<file path="config.mk">
export PLATFORM = sky130hd
export DESIGN_NAME = crop_norm_writer
export DESIGN_NICKNAME = d
export VERILOG_FILES = /design/src/rtl/crop_norm_writer.sv
export SDC_FILE = /design/constraint.sdc
export NUM_CORES = 1
export LEC_CHECK = 0
export ABC_CLOCK_PERIOD_IN_PS = 5600
export BUFFER_PORTS_ARGS = -buffer_cell sky130_fd_sc_hd__buf_2
export CORE_MARGIN = 8
export CORE_UTILIZATION = 55
export CTS_CLUSTER_SIZE = 25
export DETAILED_ROUTE_END_ITERATION = 16
export HOLD_SLACK_MARGIN = 0.1
export PLACE_DENSITY = 0.71
export SLEW_MARGIN = 20
export SYNTH_ARGS = -nofsm -noshare
export SYNTH_HDL_FRONTEND = slang
export SYNTH_SLANG_ARGS = --single-unit
</file>
<file path="constraint.sdc">
create_clock -name clk -period 5.6 [get_ports clk]
set_clock_uncertainty 0.15 [all_clocks]
set_input_delay 1.12 -clock clk [delete_from_list [all_inputs] [get_ports clk]]
set_output_delay 1.12 -clock clk [all_outputs]
set_load 0.02 [all_outputs]
</file>
<file path="src/rtl/crop_norm_writer.sv">
// ============================================================================
// Module   : crop_norm_writer
// Purpose  : Captures an OUT_ROWS x OUT_COLS crop window from an 8-bit
//            raster-order AXI-Stream frame into an internal buffer and tracks
//            the window maximum. It publishes the maximum (0 becomes 1) as the
//            normalization denominator, then streams the buffered crop out.
//            Sequencing uses the ap_start/ap_ready/ap_idle/ap_done handshake.
// Ports    : clk, reset (sync, active-high)
//            ap_start / ap_ready / ap_idle / ap_done  block control
//            crop_row_start / crop_col_start            window origin (clamped)
//            s_axis_*                                   input frame slave
//            norm_denominator(_tvalid)                  window maximum
//            m_axis_*                                   cropped pixel master
// Options  : CROP_NORM_WRITER_SOF_EN - adds s_axis_tuser start-of-frame input
// Revision : 1.0 - initial release
// ============================================================================
`default_nettype none

module crop_norm_writer #(
    parameter int IN_ROWS  = 32,
    parameter int IN_COLS  = 32,
    parameter int OUT_ROWS = 10,
    parameter int OUT_COLS = 10
) (
    input  logic                       clk,
    input  logic                       reset,
    input  logic                       ap_start,
    output logic                       ap_ready,
    output logic                       ap_idle,
    output logic                       ap_done,
    input  logic [$clog2(IN_ROWS)-1:0] crop_row_start,
    input  logic [$clog2(IN_COLS)-1:0] crop_col_start,
    input  logic                       s_axis_tvalid,
    output logic                       s_axis_tready,
    input  logic [7:0]                 s_axis_tdata,
`ifdef CROP_NORM_WRITER_SOF_EN
    input  logic                       s_axis_tuser,
`endif
    output logic [7:0]                 norm_denominator,
    output logic                       norm_denominator_tvalid,
    output logic                       m_axis_tvalid,
    input  logic                       m_axis_tready,
    output logic [7:0]                 m_axis_tdata,
    output logic                       m_axis_tlast
);

    localparam int c_RW    = $clog2(IN_ROWS);
    localparam int c_CW    = $clog2(IN_COLS);
    localparam int c_DEPTH = OUT_ROWS * OUT_COLS;
    localparam int c_AW    = (c_DEPTH > 1) ? $clog2(c_DEPTH) : 1;

    typedef enum logic [2:0] {
        S_IDLE    = 3'd0,
        S_CAPTURE = 3'd1,
        S_PUBLISH = 3'd2,
        S_STREAM  = 3'd3,
        S_DONE    = 3'd4
    } state_t;

    state_t          r_state;
    logic            r_ready;
    logic            r_idle;
    logic            r_done;
    logic            r_s_ready;
    logic [c_RW-1:0] r_row;
    logic [c_CW-1:0] r_col;
    logic [c_RW-1:0] r_row0;
    logic [c_CW-1:0] r_col0;
    logic [7:0]      r_max;
    logic [7:0]      r_denom;
    logic            r_denom_valid;

    // Read pipeline: address/issue -> P stage (RAM output) -> M stage (port)
    logic [c_AW-1:0] r_rd_addr;
    logic            r_rd_more;
    logic            r_p_valid;
    logic            r_p_last;
    logic            r_m_valid;
    logic            r_m_last;
    logic [7:0]      r_m_data;

    logic [7:0]      r_mem [c_DEPTH];
    logic [7:0]      r_q;

    // ------------------------------------------------------------------
    // Capture-side position decode
    // ------------------------------------------------------------------
    logic            w_accept;
    logic            w_active;
    logic [c_RW-1:0] w_row;
    logic [c_CW-1:0] w_col;
    logic [7:0]      w_max_base;
    int              w_rrel;
    int              w_crel;
    logic            w_in_win;
    logic [c_AW-1:0] w_wr_addr;
    logic            w_wr_en;
    logic            w_col_wrap;
    logic            w_last_in;
    logic [c_RW-1:0] w_next_row;
    logic [c_CW-1:0] w_next_col;
    logic [7:0]      w_next_max;
    logic [c_RW-1:0] w_row0_clamp;
    logic [c_CW-1:0] w_col0_clamp;

    assign w_accept = r_s_ready && s_axis_tvalid;

`ifdef CROP_NORM_WRITER_SOF_EN
    logic r_sof_seen;
    // A tuser beat is always pixel (0,0) and restarts the running max.
    assign w_active   = r_sof_seen || s_axis_tuser;
    assign w_row      = s_axis_tuser ? '0 : r_row;
    assign w_col      = s_axis_tuser ? '0 : r_col;
    assign w_max_base = s_axis_tuser ? 8'd0 : r_max;
`else
    assign w_active   = 1'b1;
    assign w_row      = r_row;
    assign w_col      = r_col;
    assign w_max_base = r_max;
`endif

    assign w_rrel    = int'(w_row) - int'(r_row0);
    assign w_crel    = int'(w_col) - int'(r_col0);
    assign w_in_win  = (w_rrel >= 0) && (w_rrel < OUT_ROWS) &&
                       (w_crel >= 0) && (w_crel < OUT_COLS);
    assign w_wr_addr = c_AW'(w_rrel * OUT_COLS + w_crel);
    assign w_wr_en   = w_accept && w_active && w_in_win;

    assign w_col_wrap = (w_col == c_CW'(IN_COLS - 1));
    assign w_last_in  = w_col_wrap && (w_row == c_RW'(IN_ROWS - 1));
    assign w_next_col = w_col_wrap ? '0 : w_col + c_CW'(1);
    assign w_next_row = w_col_wrap ? w_row + c_RW'(1) : w_row;
    assign w_next_max = (w_in_win && (s_axis_tdata > w_max_base)) ? s_axis_tdata
                                                                  : w_max_base;

    // Keep the window fully inside the frame.
    assign w_row0_clamp = (int'(crop_row_start) > (IN_ROWS - OUT_ROWS)) ?
                          c_RW'(IN_ROWS - OUT_ROWS) : crop_row_start;
    assign w_col0_clamp = (int'(crop_col_start) > (IN_COLS - OUT_COLS)) ?
                          c_CW'(IN_COLS - OUT_COLS) : crop_col_start;

    // ------------------------------------------------------------------
    // Read-side flow control. The P stage refills in the same cycle that it
    // hands its pixel to M, so an unstalled sink sees one beat per cycle.
    // Reads begin in PUBLISH so the first beat is on the port two cycles
    // after PUBLISH.
    // ------------------------------------------------------------------
    logic w_m_load;
    logic w_p_free;
    logic w_rd_en;
    logic w_rd_last;
    logic w_m_fire;

    assign w_m_fire  = r_m_valid && m_axis_tready;
    assign w_m_load  = r_p_valid && (!r_m_valid || m_axis_tready);
    assign w_p_free  = !r_p_valid || w_m_load;
    assign w_rd_en   = ((r_state == S_PUBLISH) || (r_state == S_STREAM)) &&
                       r_rd_more && w_p_free;
    assign w_rd_last = (int'(r_rd_addr) == (c_DEPTH - 1));

    // Crop buffer: synchronous write during capture, 1-cycle registered read.
    always_ff @(posedge clk) begin
        if (w_wr_en) begin
            r_mem[w_wr_addr] <= s_axis_tdata;
        end
        if (w_rd_en) begin
            r_q <= r_mem[r_rd_addr];
        end
    end

    // ------------------------------------------------------------------
    // Control FSM and registered outputs
    // ------------------------------------------------------------------
    always_ff @(posedge clk) begin
        if (reset) begin
            r_state       <= S_IDLE;
            r_ready       <= 1'b1;
            r_idle        <= 1'b1;
            r_done        <= 1'b0;
            r_s_ready     <= 1'b0;
            r_row         <= '0;
            r_col         <= '0;
            r_row0        <= '0;
            r_col0        <= '0;
            r_max         <= 8'd0;
            r_denom       <= 8'd0;
            r_denom_valid <= 1'b0;
            r_rd_addr     <= '0;
            r_rd_more     <= 1'b0;
            r_p_valid     <= 1'b0;
            r_p_last      <= 1'b0;
            r_m_valid     <= 1'b0;
            r_m_last      <= 1'b0;
            r_m_data      <= 8'd0;
`ifdef CROP_NORM_WRITER_SOF_EN
            r_sof_seen    <= 1'b0;
`endif
        end else begin
            r_done <= 1'b0;

            case (r_state)
                S_IDLE: begin
                    if (ap_start) begin
                        r_row0    <= w_row0_clamp;
                        r_col0    <= w_col0_clamp;
                        r_row     <= '0;
                        r_col     <= '0;
                        r_max     <= 8'd0;
                        r_rd_addr <= '0;
                        r_rd_more <= 1'b1;
                        r_ready   <= 1'b0;
                        r_idle    <= 1'b0;
                        r_s_ready <= 1'b1;
`ifdef CROP_NORM_WRITER_SOF_EN
                        r_sof_seen <= 1'b0;
`endif
                        r_state   <= S_CAPTURE;
                    end
                end

                S_CAPTURE: begin
                    if (w_accept && w_active) begin
                        r_row <= w_next_row;
                        r_col <= w_next_col;
                        r_max <= w_next_max;
`ifdef CROP_NORM_WRITER_SOF_EN
                        r_sof_seen <= 1'b1;
`endif
                        if (w_last_in) begin
                            r_s_ready <= 1'b0;
                            r_state   <= S_PUBLISH;
                        end
                    end
                end

                S_PUBLISH: begin
                    r_denom       <= (r_max == 8'd0) ? 8'd1 : r_max;
                    r_denom_valid <= 1'b1;
                    r_state       <= S_STREAM;
                end

                S_STREAM: begin
                    if (w_m_fire && r_m_last) begin
                        r_denom_valid <= 1'b0;
                        r_done        <= 1'b1;
                        r_state       <= S_DONE;
                    end
                end

                S_DONE: begin
                    r_ready <= 1'b1;
                    r_idle  <= 1'b1;
                    r_state <= S_IDLE;
                end

                default: begin
                    r_state <= S_IDLE;
                end
            endcase

            // P stage: a new read fills it, a transfer to M empties it.
            if (w_rd_en) begin
                r_rd_addr <= r_rd_addr + c_AW'(1);
                r_rd_more <= !w_rd_last;
                r_p_valid <= 1'b1;
                r_p_last  <= w_rd_last;
            end else if (w_m_load) begin
                r_p_valid <= 1'b0;
            end

            // M stage: only changes when empty or being consumed.
            if (w_m_load) begin
                r_m_valid <= 1'b1;
                r_m_data  <= r_q;
                r_m_last  <= r_p_last;
            end else if (w_m_fire) begin
                r_m_valid <= 1'b0;
                r_m_last  <= 1'b0;
            end
        end
    end

    assign ap_ready                = r_ready;
    assign ap_idle                 = r_idle;
    assign ap_done                 = r_done;
    assign s_axis_tready           = r_s_ready;
    assign norm_denominator        = r_denom;
    assign norm_denominator_tvalid = r_denom_valid;
    assign m_axis_tvalid           = r_m_valid;
    assign m_axis_tdata            = r_m_data;
    assign m_axis_tlast            = r_m_last;

endmodule

`default_nettype wire

</file>
==> results of run 1 <==
==> power groups by stage <==
| stage | logic, W | registers (W) | clock network, W |
|---|---|---|---|
| 6_report | 0.00127 | 0.00715 | 0.00545 |
| 3_3_place_gp | 0.00119 | 0.00729 | 0 |
| 3_5_place_dp | 0.00121 | 0.00729 | 0 |
| 4_1_cts | 0.00122 | 0.00715 | 0.00553 |
| 2_1_floorplan | 0.000708 | 0.00728 | 0 |
| 5_1_grt | 0.00134 | 0.00715 | 0.00577 |
==> routing by layer <==
metal	global-route usage (%)	vias to the layer above
met5	0	-
met4	7.847	0
met3	4.939	205
met2	38.10	978
met1	32.45	10060
li1	-	8261
==> Yosys cell counts (all sizes together), types with 3 or more instances <==
library cell  number
a2111oi            4
a211oi            60
a21boi             3
a21o               6
a21oi            114
a221oi            10
a22o               6
a22oi             12
a2bb2oi            9
a31o               3
a31oi              4
a41oi              4
and2               5
and3               7
buf               66
clkbuf            38
dfxtp             63
edfxtp           808
fa                 4
ha                32
inv               34
mux2               8
mux2i             45
mux4             198
nand2             89
nand2b            12
nand3             31
nand3b             7
nand4             26
nand4b             3
nor2              72
nor2b             12
nor3              22
nor4               8
nor4b              3
o211ai            16
o21a               3
o21ai             22
o221ai             4
o22ai             19
or2                6
or3                5
xnor2              8
xor2              10
==> final cells by class <==
class / instances / area [µm²] / share of cell area [%]
Tap cell: 855 / 1070 / 2.668
Inverter: 35 / 131.4 / 0.3277
Clock inverter: 44 / 369.1 / 0.9207
Timing Repair Buffer: 193 / 1406 / 3.508
Clock buffer: 107 / 2273 / 5.671
Multi-Input combinational cell: 922 / 9304 / 23.21
Sequential cell: 871 / 25540 / 63.70
==> state kept, by name, indices dropped and copies added (netlist names) <==
name                     flops
r_p_valid                    1
norm_denominator_tvalid      1
r_col                        5
s_axis_tready                1
r_mem                      800
r_row0                       5
r_col0                       5
r_q                          8
m_axis_tdata                 8
r_max                        8
r_state                      3
r_rd_addr                    7
r_p_last                     1
m_axis_tlast                 1
ap_idle                      1
m_axis_tvalid                1
r_rd_more                    1
ap_done                      1
r_row                        5
norm_denominator             8
==> worst max-delay path by stage <==
stage                                      from  slack, ns  cells past startpoint                endpoint
after floorplan           r_row[1]$_SDFFE_PP0P_       0.62                     17  r_mem[69][0]$_DFFE_PP_
after CTS                 r_row[1]$_SDFFE_PP0P_       0.33                     18  r_mem[82][5]$_DFFE_PP_
after detailed placement  r_row[1]$_SDFFE_PP0P_       0.38                     18  r_mem[82][0]$_DFFE_PP_
final                     r_row[1]$_SDFFE_PP0P_       0.29                     17  r_mem[66][5]$_DFFE_PP_
after global placement    r_row[1]$_SDFFE_PP0P_       0.43                     18  r_mem[82][1]$_DFFE_PP_
after global routing      r_row[1]$_SDFFE_PP0P_      0.009                     19  r_mem[66][5]$_DFFE_PP_
==> worst max-delay path, cell delays in order (launching register included) <==
cell and delay, ns:
dfxtp_1 0.44, ha_1 0.26, nor2b_1 0.14, o21a_1 0.20, nor2_1 0.25, xnor2_1 0.12
ha_1 0.29, ha_1 0.14, inv_1 0.05, fa_1 0.54, inv_1 0.05, ha_1 0.38
a21oi_1 0.30, xor3_2 0.28, buf_4 0.29, o211ai_1 0.39, a211oi_1 0.47, buf_4 0.25
==> kinds of logic after synthesis <==
group / after synthesis / share of synthesized area (%)
compound gates: 305 / 5.791
flops: 871 / 71.95
simple gates: 310 / 4.388
xor+xnor: 20 / 0.5784
mux: 251 / 14.09
fa+ha+maj: 36 / 1.354
buf+inv: 139 / 1.845
==> timing repair <==
item                                    4_1_cts  5_1_grt
gates resized for setup                       0        1
endpoints found under the setup margin        0       46
buffers inserted                              0        0
==> stage by stage <==
stage,cells,worst slack (ns),total power [W]
2_1_floorplan,1932,0.6155,0.007990
3_3_place_gp,2876,0.4259,0.008478
3_5_place_dp,2876,0.3790,0.008495
4_1_cts,3027,0.3290,0.01391
5_1_grt,3027,0.009048,0.01426
6_report,3027,0.2941,0.01387
==> run metrics, run 1 <==
status completed; R2R cell count 17; setup_tns 0 ns; Tcrit/Tclk final 94.75%; Net Switching 0.003274 W; Mapped Cells 1932; HPWL after detailed placement 54110 µm; critical path data required time 5.78 ns; I/O Pins 46; Final GP Congestion 0.8352; Die Height 270.0 µm; DRC 0; hold_ws 0.3061 ns; Routed Antenna Nets 0; vias 19510; CP endpoint kind register; WL/cell roughly 29 µm; Total Routing Usage GR 23.71%; Synth Register Bits 871; root buf cell clkbuf_16; Peak VDD IR 0.2915 mV; largest net degree at the start of global routing 85; Slew @ Worst Pin 1.195 ns; CTS tree yes; hold depth 2; count of different cell masters after synthesis 66; clock network power share 39.3%; Main synth FF type edfxtp_1; Post-layout nets 2167; Leak approximately 13 nW; Synth top area share 68.39%; Ant. Diodes 0; FP Rows 93; sequential area share after synthesis 71.95%; worst reg-to-reg setup slack 0.29 ns; Flop pwr share 51.5%; Final Cell Area around 40000 µm²; Min-Delay Endpoint m_axis_tdata[2]$_SDFFE_PP0P_; hold path startpoint m_axis_tdata[2]$_SDFFE_PP0P_; Starting Density approximately 55%; wire length on met2 42130 µm; H-tree levels 3; commonest non-fill, non-tap cell in the layout edfxtp_1; layout cells sized above 1 approximately a quarter; CP arrival between 5 and 6 ns; Pwr Density 345.9 nW/µm²; # hold bufs at CTS 0; reg-to-reg critical path endpoint r_mem[66][5]$_DFFE_PP_; Final Util 62.53%; met1 wire length between 30000 and 40000 µm; combinational share of power 9.1%; Slew Limit Fails 0; Min-Delay Path Class register to register; highest metal used met4; met3 WL 7717 µm; net switching fraction of the power 23.60%; clock sink count approximately 870; largest cells by area after synthesis edfxtp_1 68%, mux4_2 13%, dfxtp_1 3.6%; total gr overflow 0; initial antenna violation count 0; Core Footprint 64120 µm²; Yosys warnings 0; unrepaired setup endpoints after global routing no; CP Class register to register; maximum clock rate between 150 and 200 MHz; vias in the first global route 19600; Port Buffers between 40 and 50; worst r2r src r_row[1]$_SDFFE_PP0P_; Post-Syn Area 35480 µm²; Synth area leader edfxtp_1; Reg clk slew, reported paths 0.06 ns; Mapped Avg Cell Area 18.36 µm²; minimum clock period 5.306 ns; First-pass DRT Iterations 5; Die ar. 72880 µm²; placed inst area 37440 µm²; fill count 4368; Post-Syn Nets 1991; EDFF count, synth 808; clock tree buffer depth 3; fraction of registers with async set/reset 0%; count of final setup violators 0; 1st-iter DRT viols approximately 2200; WL final a little under 90000 µm; final hold violations 0; Clk Latency, worst-skew pair ~0.63 ns; first-pass GRT wire length 129700 µm; max_cap viols 0; Area growth syn-to-layout 13.01%; Worst setup SP type register; P_int about 0.011 W; commonest cells after routing, fill and taps aside 808 x edfxtp_1, 198 x mux4_2, 152 x buf_4; Via density 6.444; crit path max fanout 13; width of the die 270.0 µm; TritonCTS buffer count 85; Slew HR 18.28%
Power figures use the tool's default switching activity.
==> run 2, diff against run 1 <==
==> constraint.sdc (replaced) <==
create_clock -name clk -period 5.6 [get_ports clk]
set_clock_uncertainty 0.15 [all_clocks]
set_input_delay 0.56 -clock clk [delete_from_list [all_inputs] [get_ports clk]]
set_output_delay 0.56 -clock clk [all_outputs]
set_load 0.02 [all_outputs]
==> run 2 against run 1 <==
Flip-flop and latch count unchanged. Critical path depth unchanged. Register-to-register slack better by 0.09 ns. Cell count increased by 0.66%. Global-route usage down 0.088 points. Combinational power about the same.
==> run metrics, run 2 (synthesis results as in run 1) <==
hold depth 4; unrepaired setup endpoints after global routing no; met1 wire length ~34000 µm; Area growth syn-to-layout 14.06%; Via density 6.437; fill count 4350; status completed; Port Buffers 45; First-pass DRT Iterations 6; critical path data required time 5.79 ns; Reg area ~26000 µm²; Starting Density a little under three fifths; DRC 0; max_cap viols 0; Total Routing Usage GR roughly a quarter; Core Footprint between 60000 and 70000 µm²; WL/cell 28.55 µm; Peak VDD IR slightly below 0.3 mV; minimum clock period 5.221 ns; worst r2r src r_row[1]$_SDFFE_PP0P_; multi-input gate area in the final layout just over 9000 µm²; setup_tns 0 ns; Worst setup SP type register; Die ar. between 70000 and 80000 µm²; root buf cell clkbuf_16; Critical Path, Cell by Cell ha_1, nor2b_1, o21a_1, nor2_1, xnor2_1, ha_1, ha_1, inv_1, fa_1, inv_1, ha_1, a21oi_1, xor3_2, buf_4, o211ai_1, a211oi_1, buf_4; clock sink count 871; Slew @ Worst Pin just over 1 ns; vias 19620; R2R cell count 17; Min-Delay Endpoint r_p_valid$_SDFFE_PP0P_; highest metal used met4; HPWL after detailed placement 54530 µm; vias in the first global route 19780; Tcrit/Tclk final ~93%; Leak 12.80 nW; 1st-iter DRT viols between 2000 and 2500; CP arrival 5.41 ns; Final GP Congestion 0.8398; Reg clk slew, reported paths 0.07 ns; H-tree levels 3; clock tree buffer depth 3; CP Class register to register; Post-layout nets 2180; Crit path top cell by count ha_1; layout cells sized above 1 between 20 and 30%; wire length on met2 41980 µm; Pwr Density around 350 nW/µm²; Slew HR 31.23%; Min-Delay Path Class primary input to register; initial antenna violation count 0; largest net degree at the start of global routing 78; CP endpoint kind register; met3 WL approximately 7500 µm; commonest cells after routing, fill and taps aside 808 x edfxtp_1, 198 x mux4_2, 154 x buf_4; worst reg-to-reg setup slack 0.38 ns; first-pass GRT wire length 129200 µm; count of final setup violators 0; I/O Pins 46; Most flops, register r_mem; critical path's slowest cell fa_1; crit path max fanout 13; Die Height ~270 µm; Routed Antenna Nets 0; slowest stage delay, CP roughly 0.53 ns; hold path startpoint m_axis_tready; Clk Latency, worst-skew pair 0.65 ns; Largest register FFs 800; maximum clock rate 191.5 MHz; commonest non-fill, non-tap cell in the layout edfxtp_1; total gr overflow 0; total power 0.01435 W; FP Rows 93; reg-to-reg critical path endpoint r_mem[66][2]$_DFFE_PP_; width of the die 270.0 µm; WL final 86980 µm; CTS tree yes; final hold violations 0; Slew Limit Fails 0; TritonCTS buffer count 86; postcts setup bufs 0
==> run 2: changes by cell type in the layout (fill, tap and decap cells not counted), sizes merged <==
cell / change
dlygate4sd3: +11
bufinv: +8
clkinv: -4
inv: +2
buf: +1
clkbuf: +1
diode: +1
==> run 2: stage by stage <==
stage	instances	instance area [µm²]	setup WS (ns)	hold WS [ns]	util [%]
floorplan	1932	35480	0.6155	0.2819	-
CTS	3046	40460	0.3224	0.1176	63.10
global route	3046	40460	0.09828	0.1374	63.11
global placement	2877	37440	0.4636	0.2960	58.39
finish	3047	40460	0.3794	0.1429	63.11
detailed placement	2877	37440	0.3833	0.2975	58.39
==> run 2: how the worst max path moves through the flow <==
stage	start	end	slack [ns]	cells past startpoint
2_1_floorplan	r_row[1]$_SDFFE_PP0P_	r_mem[69][0]$_DFFE_PP_	0.62	17
3_3_place_gp	r_row[1]$_SDFFE_PP0P_	r_mem[82][7]$_DFFE_PP_	0.46	18
3_5_place_dp	r_row[1]$_SDFFE_PP0P_	r_mem[82][0]$_DFFE_PP_	0.38	18
4_1_cts	r_row[1]$_SDFFE_PP0P_	r_mem[82][2]$_DFFE_PP_	0.32	18
5_1_grt	r_row[1]$_SDFFE_PP0P_	r_mem[66][4]$_DFFE_PP_	0.1	19
6_report	r_row[1]$_SDFFE_PP0P_	r_mem[66][2]$_DFFE_PP_	0.38	17
==> run 2: layout make-up <==
type	instances	area share, %
Clock inverter	50	1.450
Antenna cell	1	0.006184
Timing Repair Buffer	205	3.735
Tap cell	855	2.644
Clock buffer	108	5.730
Sequential cell	871	63.11
Multi-Input combinational cell	922	23.00
Inverter	35	0.3247
==> run 2: worst max-delay path: cells and delay by family (launching register included) <==
family / cells / cell delay (ns)
AOI/OAI and AO/OA: 4 / 1.34
xor gates and xnor gates: 2 / 0.41
adders and majority gates: 5 / 1.60
buffers and inverters: 4 / 0.64
DFF: 1 / 0.43
and+or+nand+nor: 2 / 0.37
==> run 2: timing repair <==
action	CTS	global route
hold buffers	11	0
hold endpoints to repair	11	0
setup endpoints to repair	0	16
gates resized for setup	0	1
==> run 2: routing by layer <==
metal,global-route usage [%],vias up
li1,-,8301
met1,31.31,10090
met2,37.93,1011
met3,5.240,215
met4,9.731,0
met5,0,-
==> run 2: report_power, final <==
group / leakage (nW) / internal, W / total (W) / switching [W]
registers: 7.77 / 0.00712 / 0.00715 / 0.0000259
logic: 3.61 / 0.000371 / 0.00126 / 0.000893
clock network: 1.41 / 0.00354 / 0.00594 / 0.00240
